### src/rtl/instr_fetch_queue_if.sv
// Fetch-queue bus bundle: redirect from the PC stage, the instruction-memory
// req/gnt/rvalid channel, and the valid/ready handoff to decode.
interface instr_fetch_queue_if;
    logic        redirect;
    logic [31:0] redirect_pc;
    logic        imem_req;
    logic [31:0] imem_addr;
    logic        imem_gnt;
    logic        imem_rvalid;
    logic [31:0] imem_rdata;
    logic        instr_valid;
    logic [31:0] instr;
    logic [31:0] instr_pc;
    logic        instr_ready;

    // Fetch stage side.
    modport master (
        input  redirect, redirect_pc, imem_gnt, imem_rvalid, imem_rdata, instr_ready,
        output imem_req, imem_addr, instr_valid, instr, instr_pc
    );

    // Environment side: PC stage, instruction memory and decode.
    modport slave (
        output redirect, redirect_pc, imem_gnt, imem_rvalid, imem_rdata, instr_ready,
        input  imem_req, imem_addr, instr_valid, instr, instr_pc
    );
endinterface

### src/rtl/instr_fetch_queue.sv
// Instruction fetch queue: issues in-order fetches, collects responses into a
// DEPTH-entry ring and hands {instr, instr_pc} to decode. A redirect flushes the
// ring and remembers how many in-flight responses must be thrown away.
module instr_fetch_queue #(
    parameter int unsigned DEPTH    = 4,
    parameter logic [31:0] RESET_PC = 32'h0000_0000
) (
    input logic                 clk,
    input logic                 rst,
    instr_fetch_queue_if.master fq
);
    localparam int unsigned PTR_W = $clog2(DEPTH);
    localparam int unsigned CNT_W = PTR_W + 1;
    localparam logic [CNT_W:0] CAP = (CNT_W + 1)'(DEPTH);

    logic [31:0]      fetch_pc;
    logic [PTR_W-1:0] head_ptr;
    logic [PTR_W-1:0] alloc_ptr;
    logic [PTR_W-1:0] fill_ptr;
    logic [CNT_W-1:0] alloc_cnt;
    logic [CNT_W-1:0] unfilled_cnt;
    logic [CNT_W-1:0] discard_cnt;
    logic [31:0]      slot_pc   [DEPTH];
    logic [31:0]      slot_data [DEPTH];

    logic [CNT_W:0]   committed;
    logic             grant;
    logic             drop;
    logic             fill;
    logic             pop;
    logic             head_filled;
    logic [1:0]       unused_pc_lsb;

    // Low address bits of a redirect target are ignored; fetches are word aligned.
    assign unused_pc_lsb = fq.redirect_pc[1:0];

    // Stale responses still in flight occupy capacity just like live slots.
    assign committed   = {1'b0, alloc_cnt} + {1'b0, discard_cnt};
    assign fq.imem_req = !rst && !fq.redirect && (committed < CAP);
    assign fq.imem_addr = fetch_pc;
    assign grant       = fq.imem_req && fq.imem_gnt;

    // Responses first pay off the discard debt, then fill the oldest unfilled slot.
    assign drop = fq.imem_rvalid && (discard_cnt != '0);
    assign fill = fq.imem_rvalid && (discard_cnt == '0) && (unfilled_cnt != '0);

    // Fills land in allocation order, so the head is filled whenever any slot is.
    assign head_filled    = (alloc_cnt != unfilled_cnt);
    assign fq.instr_valid = !rst && !fq.redirect && head_filled;
    assign fq.instr       = slot_data[head_ptr];
    assign fq.instr_pc    = slot_pc[head_ptr];
    assign pop            = fq.instr_valid && fq.instr_ready;

    // Fetch address, ring pointers and occupancy counts; redirect overrides grant/fill/pop.
    always_ff @(posedge clk) begin
        if (rst) begin
            fetch_pc     <= RESET_PC;
            head_ptr     <= '0;
            alloc_ptr    <= '0;
            fill_ptr     <= '0;
            alloc_cnt    <= '0;
            unfilled_cnt <= '0;
            discard_cnt  <= '0;
        end else if (fq.redirect) begin
            fetch_pc     <= {fq.redirect_pc[31:2], 2'b00};
            head_ptr     <= '0;
            alloc_ptr    <= '0;
            fill_ptr     <= '0;
            alloc_cnt    <= '0;
            unfilled_cnt <= '0;
            // A response landing in the redirect cycle is already stale.
            discard_cnt  <= discard_cnt + unfilled_cnt - CNT_W'(drop | fill);
        end else begin
            if (grant) begin
                fetch_pc  <= fetch_pc + 32'd4;
                alloc_ptr <= alloc_ptr + PTR_W'(1);
            end
            if (fill) begin
                fill_ptr <= fill_ptr + PTR_W'(1);
            end
            if (pop) begin
                head_ptr <= head_ptr + PTR_W'(1);
            end
            if (drop) begin
                discard_cnt <= discard_cnt - CNT_W'(1);
            end
            alloc_cnt    <= alloc_cnt + CNT_W'(grant) - CNT_W'(pop);
            unfilled_cnt <= unfilled_cnt + CNT_W'(grant) - CNT_W'(fill);
        end
    end

    // Slot payload storage; left unreset because occupancy lives in the counts.
    always_ff @(posedge clk) begin
        if (!rst && !fq.redirect) begin
            if (grant) begin
                slot_pc[alloc_ptr] <= fetch_pc;
            end
            if (fill) begin
                slot_data[fill_ptr] <= fq.imem_rdata;
            end
        end
    end
endmodule

### src/flat_wrapper.sv
// flat-port wrapper written by rule: the top's interface ports become plain ports
module instr_fetch_queue_flat 
#(
    parameter int unsigned DEPTH    = 4,
    parameter logic [31:0] RESET_PC = 32'h0000_0000
)
  (clk, rst, fq_redirect, fq_redirect_pc, fq_imem_gnt, fq_imem_rvalid, fq_imem_rdata, fq_instr_ready, fq_imem_req, fq_imem_addr, fq_instr_valid, fq_instr, fq_instr_pc);
  instr_fetch_queue_if fq_i ();
  input logic clk;
  input logic rst;
  input wire logic [$bits(fq_i.redirect)-1:0] fq_redirect;
  input wire logic [$bits(fq_i.redirect_pc)-1:0] fq_redirect_pc;
  input wire logic [$bits(fq_i.imem_gnt)-1:0] fq_imem_gnt;
  input wire logic [$bits(fq_i.imem_rvalid)-1:0] fq_imem_rvalid;
  input wire logic [$bits(fq_i.imem_rdata)-1:0] fq_imem_rdata;
  input wire logic [$bits(fq_i.instr_ready)-1:0] fq_instr_ready;
  output wire logic [$bits(fq_i.imem_req)-1:0] fq_imem_req;
  output wire logic [$bits(fq_i.imem_addr)-1:0] fq_imem_addr;
  output wire logic [$bits(fq_i.instr_valid)-1:0] fq_instr_valid;
  output wire logic [$bits(fq_i.instr)-1:0] fq_instr;
  output wire logic [$bits(fq_i.instr_pc)-1:0] fq_instr_pc;
  assign fq_i.redirect = fq_redirect;
  assign fq_i.redirect_pc = fq_redirect_pc;
  assign fq_i.imem_gnt = fq_imem_gnt;
  assign fq_i.imem_rvalid = fq_imem_rvalid;
  assign fq_i.imem_rdata = fq_imem_rdata;
  assign fq_i.instr_ready = fq_instr_ready;
  assign fq_imem_req = fq_i.imem_req;
  assign fq_imem_addr = fq_i.imem_addr;
  assign fq_instr_valid = fq_i.instr_valid;
  assign fq_instr = fq_i.instr;
  assign fq_instr_pc = fq_i.instr_pc;
  instr_fetch_queue #(.DEPTH(DEPTH), .RESET_PC(RESET_PC)) u_core (.clk(clk), .rst(rst), .fq(fq_i));
endmodule
### config.mk
export PLATFORM = sky130hd
export DESIGN_NAME = instr_fetch_queue_flat
export DESIGN_NICKNAME = d
export VERILOG_FILES = /design/src/rtl/instr_fetch_queue_if.sv /design/src/rtl/instr_fetch_queue.sv /design/src/flat_wrapper.sv
export SDC_FILE = /design/constraint.sdc
export NUM_CORES = 1
export LEC_CHECK = 0
export ABC_AREA = 1
export BUFFER_PORTS_ARGS = -buffer_cell sky130_fd_sc_hd__buf_2
export CAP_MARGIN = 20
export CORE_ASPECT_RATIO = 1.25
export CORE_MARGIN = 3
export CORE_UTILIZATION = 45
export CTS_CLUSTER_SIZE = 14
export DETAILED_ROUTE_END_ITERATION = 10
export MAX_ROUTING_LAYER = met4
export PLACE_DENSITY = 0.68
export SYNTH_ARGS = -nofsm -noshare
export SYNTH_HDL_FRONTEND = slang
export SYNTH_SLANG_ARGS = --single-unit
### constraint.sdc
create_clock -name clk -period 4.3 [get_ports clk]
set_clock_uncertainty 0.15 [all_clocks]
set_input_delay 0.86 -clock clk [delete_from_list [all_inputs] [get_ports clk]]
set_output_delay 0.86 -clock clk [all_outputs]
set_load 0.02 [all_outputs]
==> results of run 1 <==
==> Yosys cell counts, drive strengths merged <==
master	instances	area, sq um
a21boi	1	7.510
a21oi	27	168.9
a221oi	1	8.760
a22oi	2	15.01
a31oi	2	12.51
and2	2	12.51
buf	17	131.4
clkbuf	42	157.7
conb	1	3.750
dfxtp	47	940.9
edfxtp	248	7447
fa	3	60.06
ha	20	250.2
inv	93	349.1
nand2	155	594.3
nand3	58	340.3
nand3b	2	15.01
nand4	1	6.260
nor2	184	719.4
nor3	2	21.27
o211a	1	10.01
o21ai	144	720.7
o21bai	2	15.01
o22ai	62	387.9
or2	3	18.77
xnor2	11	96.34
xor2	6	52.55
==> metrics by stage <==
step / setup slack [ns] / instance area, sq um / utilization [%] / hold slack, ns
2_1_floorplan: 0.7706 / 12570 / - / 0.3209
6_report: 0.3959 / 14660 / 53.97 / 0.3573
5_1_grt: 0.04689 / 14660 / 53.96 / 0.3644
3_3_place_gp: 0.9063 / 13730 / 50.56 / 0.3285
4_1_cts: 0.3170 / 14660 / 53.96 / 0.3576
3_5_place_dp: 0.8779 / 13730 / 50.56 / 0.3476
==> state kept, by name, summed over array words and instances (netlist names), named ones only <==
register             count
u_core.fill_ptr          2
u_core.slot_pc         120
u_core.alloc_ptr         2
u_core.discard_cnt       3
u_core.head_ptr          2
u_core.fq.imem_addr     30
u_core.slot_data       128
u_core.unfilled_cnt      3
u_core.alloc_cnt         3
==> critical path, stage by stage, from the launching register on <==
cell,delay [ns]
dfxtp_4,0.61
clkinv_2,0.81
buf_12,0.47
o21ai_0,0.19
o22ai_1,0.10
buf_2,0.17
==> layer usage <==
metal / vias to the layer above / GRT usage, %
met2: 235 / 33.28
met1: 4105 / 23.55
met4: 0 / 4.917
met3: 36 / 2.445
li1: 4255 / -
met5: - / -
==> worst paths after layout <==
check                              from                    end  slack (ns)  cells after the start
setup reg to reg  u_core.discard_cnt[0]  u_core.discard_cnt[2]        1.46                     13
setup / recovery              flip-flop           fq_instr[17]        0.40                      5
hold / removal       u_core.head_ptr[1]              flip-flop        0.36                      2
hold reg to reg      u_core.head_ptr[1]              flip-flop        0.36                      2
==> cells by family (layout without fill, tap and decap cells) <==
group,Yosys count,count (layout),share of synthesized area (%)
buffers and inverters,152,325,5.079
flip-flops,295,295,66.77
XOR/XNOR,17,17,1.185
AO/OA/AOI/OAI,242,242,10.72
other,1,5,0.02985
adder cells (fa/ha/maj),23,23,2.470
AND/OR/NAND/NOR,407,407,13.75
==> cell usage in the layout (no fill, tap or decap), types with 4 or more instances in the layout <==
master,n
o21ai_0,143
buf_4,19
ha_1,20
nor2_1,172
xnor2_1,11
inv_1,91
nor2_2,6
clkinv_1,5
a21oi_1,18
nor2_4,5
xor2_1,6
nand3_1,48
clkbuf_16,29
o22ai_1,62
dfxtp_1,45
clkbuf_1,6
buf_2,161
nand3_2,10
nand2_1,152
conb_1,4
edfxtp_1,248
a21oi_2,9
==> power groups by stage <==
stage,Clock [uW],Combinational (uW),Sequential (uW)
floorplan,0,207,3270
global placement,0,339,3260
detailed placement,0,345,3270
CTS,2490,347,3200
global route,2610,387,3210
finish,2440,343,3210
==> final cells by class <==
| class | count | area, sq um |
|---|---|---|
| Antenna cell | 1 | 2.502 |
| Clock buffer | 37 | 775.7 |
| Clock inverter | 14 | 147.6 |
| Fill cell | 2369 | 12500 |
| Inverter | 93 | 350.3 |
| Multi-Input combinational cell | 693 | 3588 |
| Sequential cell | 295 | 8393 |
| Tap cell | 345 | 431.7 |
| Timing Repair Buffer | 181 | 968.4 |
==> flow_metrics.py, run 1 <==
metrics = {
    "outcome": {
        "status": "finished, final reports clean",
    },
    "sta": {
        "period_share_pct": 90.79,
        "slew_viol_final": 0,
        "slew_headroom_pct": 40.38,
        "final-setup-viol-count": 0,
        "fmax_mhz": 256.1,
        "post-route-min-period_ns": 3.904,
        "worstMarginPinSlew_ns": 0.8943,
        "fin_setup_tns_ns": 0,
        "rsz0062_at_grt": "false",
        "final_hold_viol_count": 0,
    },
    "global_routing": {
        "grtUsageTotal_pct": 19.04,
        "grt_max_degree": 87,
        "grt_remaining_overflow": 0,
        "grt_pass1_vias": 8295,
        "grt_pass1_wl_um": 44180,
        "antenna_found_initial": 0,
    },
    "setup_path": {
        "critPathArrivalTime_ns": 2.89,
        "required_ns": 3.29,
        "startpoint_type": "flip-flop",
        "path_max_fanout": 68,
        "endpoint_kind": "output pin",
        "criticalPathCategory": "reg -> out",
    },
    "clocking": {
        "cts.hold.buffers_added": 0,
        "cts_resized": 0,
        "clkLatencyLatePin_ns": 0.53,
        "clock-root-buffer": "clkbuf_16",
        "cts_setup_buffers": 0,
        "cts_made_buffers": 28,
        "cts.sinks": 295,
        "cts_tree": "done",
        "max-clock-path-buffers": 3,
        "clkSlewWorstSetupHoldPaths_ns": 0.06,
        "cts.htree.levels": 1,
    },
    "place": {
        "port_buffers": 161,
        "dp_hpwl_um": 18000,
        "dpl.cell_count": 1607,
        "gp_congestion": 0.8287,
    },
    "route": {
        "initialDrtViolationCount": 469,
        "routedWlPerCell_um": 16.88,
        "drt-met1-wl_um": 11810,
        "dr.pass1.iters": 5,
        "detail-route-antenna-nets": 0,
        "highest_layer": "met4",
        "dr_total_vias": 8631,
        "post_drt_via_cell_ratio": 5.203,
        "dr_wl_met3_um": 1425,
        "drc": 0,
        "routed_wl_um": 28010,
        "routed-wl-met2_um": 14240,
    },
    "yosys": {
        "synth-seq-area-share_pct": 66.77,
        "synth_area_sq_um": 12560,
        "yosysUniqueCellTypes": 40,
        "syn-instance-count": 1137,
        "ys_seq_elements": 295,
        "yosys_warnings": 0,
        "syn_area_per_cell_sq_um": 11.05,
    },
    "final_layout": {
        "final_cells": 1659,
        "drive_above_1_share_pct": 20.03,
        "syn_to_final_growth_pct": 16.67,
        "fin_nets": 1385,
    },
    "power": {
        "power.leakage_uw": 0.005549,
        "clockPowerShare_pct": 40.7,
        "switching_share_pct": 21.34,
        "power_uw": 5987,
        "p_seq_share_pct": 53.5,
        "p_per_area_nw_per_um2": 408.5,
        "cell_internal_pwr_uw": 4710,
        "ir_drop_uv": 287.8,
        "combPwrFrac_pct": 5.7,
        "p_switching_uw": 1277,
    },
    "die": {
        "dieWidth_um": 155.5,
        "dieHeight_um": 192.8,
        "io_pins": 168,
        "row_count": 67,
        "core_area_sq_um": 27160,
        "dieArea_sq_um": 29970,
        "start_util_pct": 46.25,
    },
    "flow_run": {
        "cap_violations": 0,
    },
    "worst_hold_path": {
        "hp-class": "reg -> reg",
    },
}
(Power assumes the default switching activity.)
==> inputs of run 2 (changes only) <==
--- a/config.mk
+++ b/config.mk
@@ -15,6 +15,7 @@
 export DETAILED_ROUTE_END_ITERATION = 10
 export MAX_ROUTING_LAYER = met4
 export PLACE_DENSITY = 0.68
+export REMOVE_ABC_BUFFERS = 1
 export SYNTH_ARGS = -nofsm -noshare
 export SYNTH_HDL_FRONTEND = slang
 export SYNTH_SLANG_ARGS = --single-unit
==> run 2 against run 1 <==
Net effect: first-iteration DRC count up 3.4%; sequential cell count did not move; non-clock buffer count is 1 higher.
==> flow_metrics.py, run 2 (same netlist as run 1, synthesis figures left out) <==
metrics = {
    "route": {
        "routedWlPerCell_um": 17.79,
        "detail-route-antenna-nets": 0,
        "initialDrtViolationCount": 485,
        "post_drt_via_cell_ratio": 5.278,
        "drc": 0,
        "routed_wl_um": 29520,
        "dr.pass1.iters": 5,
        "dr_total_vias": 8756,
    },
    "clocking": {
        "clkLatencyLatePin_ns": 0.53,
        "cts_tree": "done",
        "cts.sinks": 295,
        "clock-root-buffer": "clkbuf_16",
        "cts.hold.buffers_added": 0,
        "cts_made_buffers": 28,
        "max-clock-path-buffers": 3,
        "cts_resized": 0,
        "cts.htree.levels": 1,
        "clkSlewWorstSetupHoldPaths_ns": 0.06,
        "cts_setup_buffers": 0,
    },
    "die": {
        "core_area_sq_um": 27160,
        "row_count": 67,
        "dieArea_sq_um": 29970,
        "io_pins": 168,
        "dieWidth_um": 155.5,
        "dieHeight_um": 192.8,
        "start_util_pct": 46.25,
    },
    "sta": {
        "rsz0062_at_grt": "false",
        "fmax_mhz": 278.9,
        "slew_headroom_pct": 46.50,
        "hold_ws_ns": 0.3711,
        "fin_setup_tns_ns": 0,
        "post-route-min-period_ns": 3.586,
        "final_hold_viol_count": 0,
        "slew_viol_final": 0,
        "setup_slack_ns": 0.7141,
        "final-setup-viol-count": 0,
        "period_share_pct": 83.39,
        "worstMarginPinSlew_ns": 0.8016,
    },
    "place": {
        "dpl_worst_slack_ns": 1.113,
        "gp_congestion": 0.8376,
        "port_buffers": 161,
        "dp_hpwl_um": 18600,
    },
    "final_layout": {
        "multi_input_area_sq_um": 3588,
        "regMostFlops": "u_core.slot_data",
        "antennaDiodeCount": 0,
        "final-seq-area_sq_um": 8393,
        "fillers": 2357,
        "largest_reg_flops": 128,
        "utilization_pct": 53.82,
        "syn_to_final_growth_pct": 16.35,
        "final_common_cell": "edfxtp_1",
        "layout_common_cells": "edfxtp_1 (248), nor2_1 (172), buf_2 (161)",
        "fin_nets": 1386,
        "drive_above_1_share_pct": 20.09,
    },
    "worst_hold_path": {
        "hp-start": "u_core.head_ptr[1]",
        "hp-class": "reg -> reg",
    },
    "power": {
        "power.leakage_uw": 0.005539,
        "p_per_area_nw_per_um2": 401.4,
        "power_uw": 5868,
        "ir_drop_uv": 238.1,
    },
    "setup_path": {
        "endpoint_kind": "output pin",
        "criticalPathCategory": "reg -> out",
        "critPathArrivalTime_ns": 2.58,
        "timing.rr.start": "u_core.discard_cnt[0]",
        "required_ns": 3.29,
        "startpoint_type": "flip-flop",
        "path_max_fanout": 96,
    },
    "global_routing": {
        "grt_pass1_wl_um": 45840,
        "antenna_found_initial": 0,
        "grtUsageTotal_pct": 19.83,
        "grt_remaining_overflow": 0,
        "grt_pass1_vias": 8508,
        "grt_max_degree": 97,
    },
    "flow_run": {
        "cap_violations": 0,
    },
    "outcome": {
        "status": "finished, final reports clean",
    },
}
-- run 2: cell types whose count changed in the layout (fill, tap and decap cells not counted), sizes merged --
cell      change
buf           +1
clkbuf        +2
diode         -1
inv           -1
clkinvlp      -1
clkinv        +2
bufinv        -2
-- run 2: where the power goes --
part,internal (uW),total [uW],switching [uW]
logic,125,347,222
registers,3140,3210,65.8
clock network,1320,2310,991
-- run 2: area by class of cell --
cell class | count | area share, %
Sequential cell | 295 | 57.42
Multi-Input combinational cell | 693 | 24.55
Timing Repair Buffer | 182 | 6.762
Clock buffer | 39 | 5.358
Tap cell | 345 | 2.953
Inverter | 93 | 2.397
Clock inverter | 12 | 0.5649
-- run 2: stage by stage --
step | std cells | cell area [sq um]
final | 1659 | 14620
after global routing | 1659 | 14620
after CTS | 1659 | 14620
after detailed placement | 1608 | 13750
after global placement | 1608 | 13750
after floorplan | 1081 | 12290
-- run 2: worst paths after layout --
check                                to  slack [ns]  cells past startpoint
setup / recovery        fq_instr_pc[20]        0.71                      5
hold / removal                flip-flop        0.37                      2
setup reg to reg  u_core.discard_cnt[2]        1.46                     13
hold reg to reg               flip-flop        0.37                      2
-- run 2: metal layers --
metal  up-vias  part of all wire [%]  track usage (%)
met4         0                   1.8            4.648
met3        51                   6.2            2.939
met1      4193                    41            25.04
met2       259                    51            34.05
met5         -                     0                -
li1       4253                     -                -
-- run 2: worst max-delay path: stages, from the launching register on --
cell      delay (ns)
dfxtp_4         0.59
clkinv_2        0.44
buf_12          0.34
o21ai_0         0.25
o22ai_1         0.13
buf_2           0.18
==> inputs of run 3 (changes only) <==
==> constraint.sdc (replaced) <==
create_clock -name clk -period 3.5 [get_ports clk]
set_clock_uncertainty 0.15 [all_clocks]
set_input_delay 0.7 -clock clk [delete_from_list [all_inputs] [get_ports clk]]
set_output_delay 0.7 -clock clk [all_outputs]
set_load 0.02 [all_outputs]
==> run 3 against run 2 <==
Net effect: design area rose by 0.64%; global-route usage fell by 0.54 points; hold slack got worse by 0.15 ns; core utilization rose by 0.35 points; wire length fell by 2.4%; critical path depth did not move; via count fell by 0.34%; highest routed layer unchanged.
==> flow_metrics.py, run 3 (same netlist as run 1, synthesis figures left out) <==
metrics = {
    "final_layout": {
        "syn_to_final_growth_pct": 17.10,
        "antennaDiodeCount": 0,
        "final_common_cell": "edfxtp_1",
        "drive_above_1_share_pct": 20.73,
        "stdcell_area_sq_um": 14710,
        "largest_reg_flops": 128,
        "layout_common_cells": "edfxtp_1 (248), nor2_1 (172), buf_2 (161)",
        "utilization_pct": 54.16,
        "fin_nets": 1387,
        "regMostFlops": "u_core.slot_data",
    },
    "clocking": {
        "cts_made_buffers": 29,
        "cts.htree.levels": 1,
        "cts_tree": "done",
        "cts.hold.buffers_added": 0,
        "max-clock-path-buffers": 3,
        "cts_resized": 0,
        "cts_setup_buffers": 0,
        "clkLatencyLatePin_ns": 0.54,
        "clock-root-buffer": "clkbuf_16",
        "clkSlewWorstSetupHoldPaths_ns": 0.07,
        "cts.sinks": 295,
    },
    "outcome": {
        "status": "finished, final reports clean",
    },
    "global_routing": {
        "antenna_found_initial": 0,
        "grt_pass1_wl_um": 44620,
        "grt_max_degree": 125,
        "grtUsageTotal_pct": 19.30,
        "grt_remaining_overflow": 0,
        "grt_pass1_vias": 8355,
    },
    "setup_path": {
        "criticalPathCategory": "reg -> out",
        "path_max_fanout": 58,
        "endpoint_kind": "output pin",
        "critPathArrivalTime_ns": 2.24,
        "startpoint_type": "flip-flop",
        "required_ns": 2.65,
    },
    "route": {
        "highest_layer": "met4",
        "initialDrtViolationCount": 678,
        "routedWlPerCell_um": 17.33,
        "dr.pass1.iters": 5,
        "routed-wl-met2_um": 14410,
        "drt-met1-wl_um": 12080,
        "post_drt_via_cell_ratio": 5.250,
        "routed_wl_um": 28800,
        "dr_total_vias": 8726,
        "dr_wl_met3_um": 1777,
        "drc": 0,
        "detail-route-antenna-nets": 0,
    },
    "power": {
        "power.leakage_uw": 0.005594,
        "ir_drop_uv": 294.3,
        "power_uw": 7417,
        "p_per_area_nw_per_um2": 504.2,
    },
    "sta": {
        "slew_headroom_pct": 52.41,
        "setup_slack_ns": 0.4115,
        "final_hold_viol_count": 0,
        "slew_viol_final": 0,
        "post-route-min-period_ns": 3.089,
        "worstMarginPinSlew_ns": 0.7139,
        "fmax_mhz": 323.8,
        "final-setup-viol-count": 0,
        "period_share_pct": 88.24,
        "fin_setup_tns_ns": 0,
        "rsz0062_at_grt": "false",
    },
    "flow_run": {
        "cap_violations": 0,
    },
    "die": {
        "core_area_sq_um": 27160,
        "dieArea_sq_um": 29970,
        "row_count": 67,
        "dieWidth_um": 155.5,
        "start_util_pct": 46.25,
        "io_pins": 168,
        "dieHeight_um": 192.8,
    },
    "place": {
        "gp_congestion": 0.8648,
        "dp_hpwl_um": 17970,
        "port_buffers": 161,
        "dpl_worst_slack_ns": 0.5652,
        "placed_cell_area_sq_um": 13760,
    },
    "worst_hold_path": {
        "hp-class": "in -> reg",
    },
}
-- run 3: through the flow --
| step | std cells | hold slack (ns) |
|---|---|---|
| 2_1_floorplan | 1081 | 0.3209 |
| 3_3_place_gp | 1608 | 0.3342 |
| 3_5_place_dp | 1608 | 0.3462 |
| 4_1_cts | 1662 | 0.1955 |
| 5_1_grt | 1662 | 0.1967 |
| 6_report | 1662 | 0.2216 |
-- run 3: where the power goes --
group	switching [uW]	internal (uW)
Clock	1280	1770
Combinational	274	155
Sequential	78.5	3860
Total	1640	5780
-- run 3: per-layer routing --
| layer | global-route usage [%] | up-vias |
|---|---|---|
| met3 | 2.423 | 41 |
| met2 | 33.47 | 260 |
| met5 | - | - |
| li1 | - | 4256 |
| met4 | 4.816 | 0 |
| met1 | 24.24 | 4169 |
-- run 3: critical path: stages (launching register included) --
cell      delay, ns
dfxtp_4        0.36
clkinv_2       0.41
buf_12         0.38
o21ai_0        0.23
o22ai_1        0.12
buf_2          0.17
-- run 3: area by class of cell --
cell class / count / area [sq um]
fill: 2338 / 12450
sequential: 295 / 8393
multi-input combinational: 693 / 3588
timing repair buffer: 182 / 1001
clock buffer: 38 / 800.8
tap: 345 / 431.7
inverter: 93 / 350.3
clock inverter: 16 / 146.4
-- run 3: path summary, 6_finish.rpt --
| path | start | to | slack [ns] | cells after the start |
|---|---|---|---|---|
| setup / recovery | flip-flop | fq_instr[13] | 0.41 | 5 |
| hold reg to reg | u_core.head_ptr[1] | flip-flop | 0.36 | 2 |
| hold / removal | fq_imem_rdata[14] | u_core.slot_data[1][14] | 0.22 | 1 |
| setup reg to reg | u_core.discard_cnt[0] | u_core.discard_cnt[2] | 0.70 | 13 |
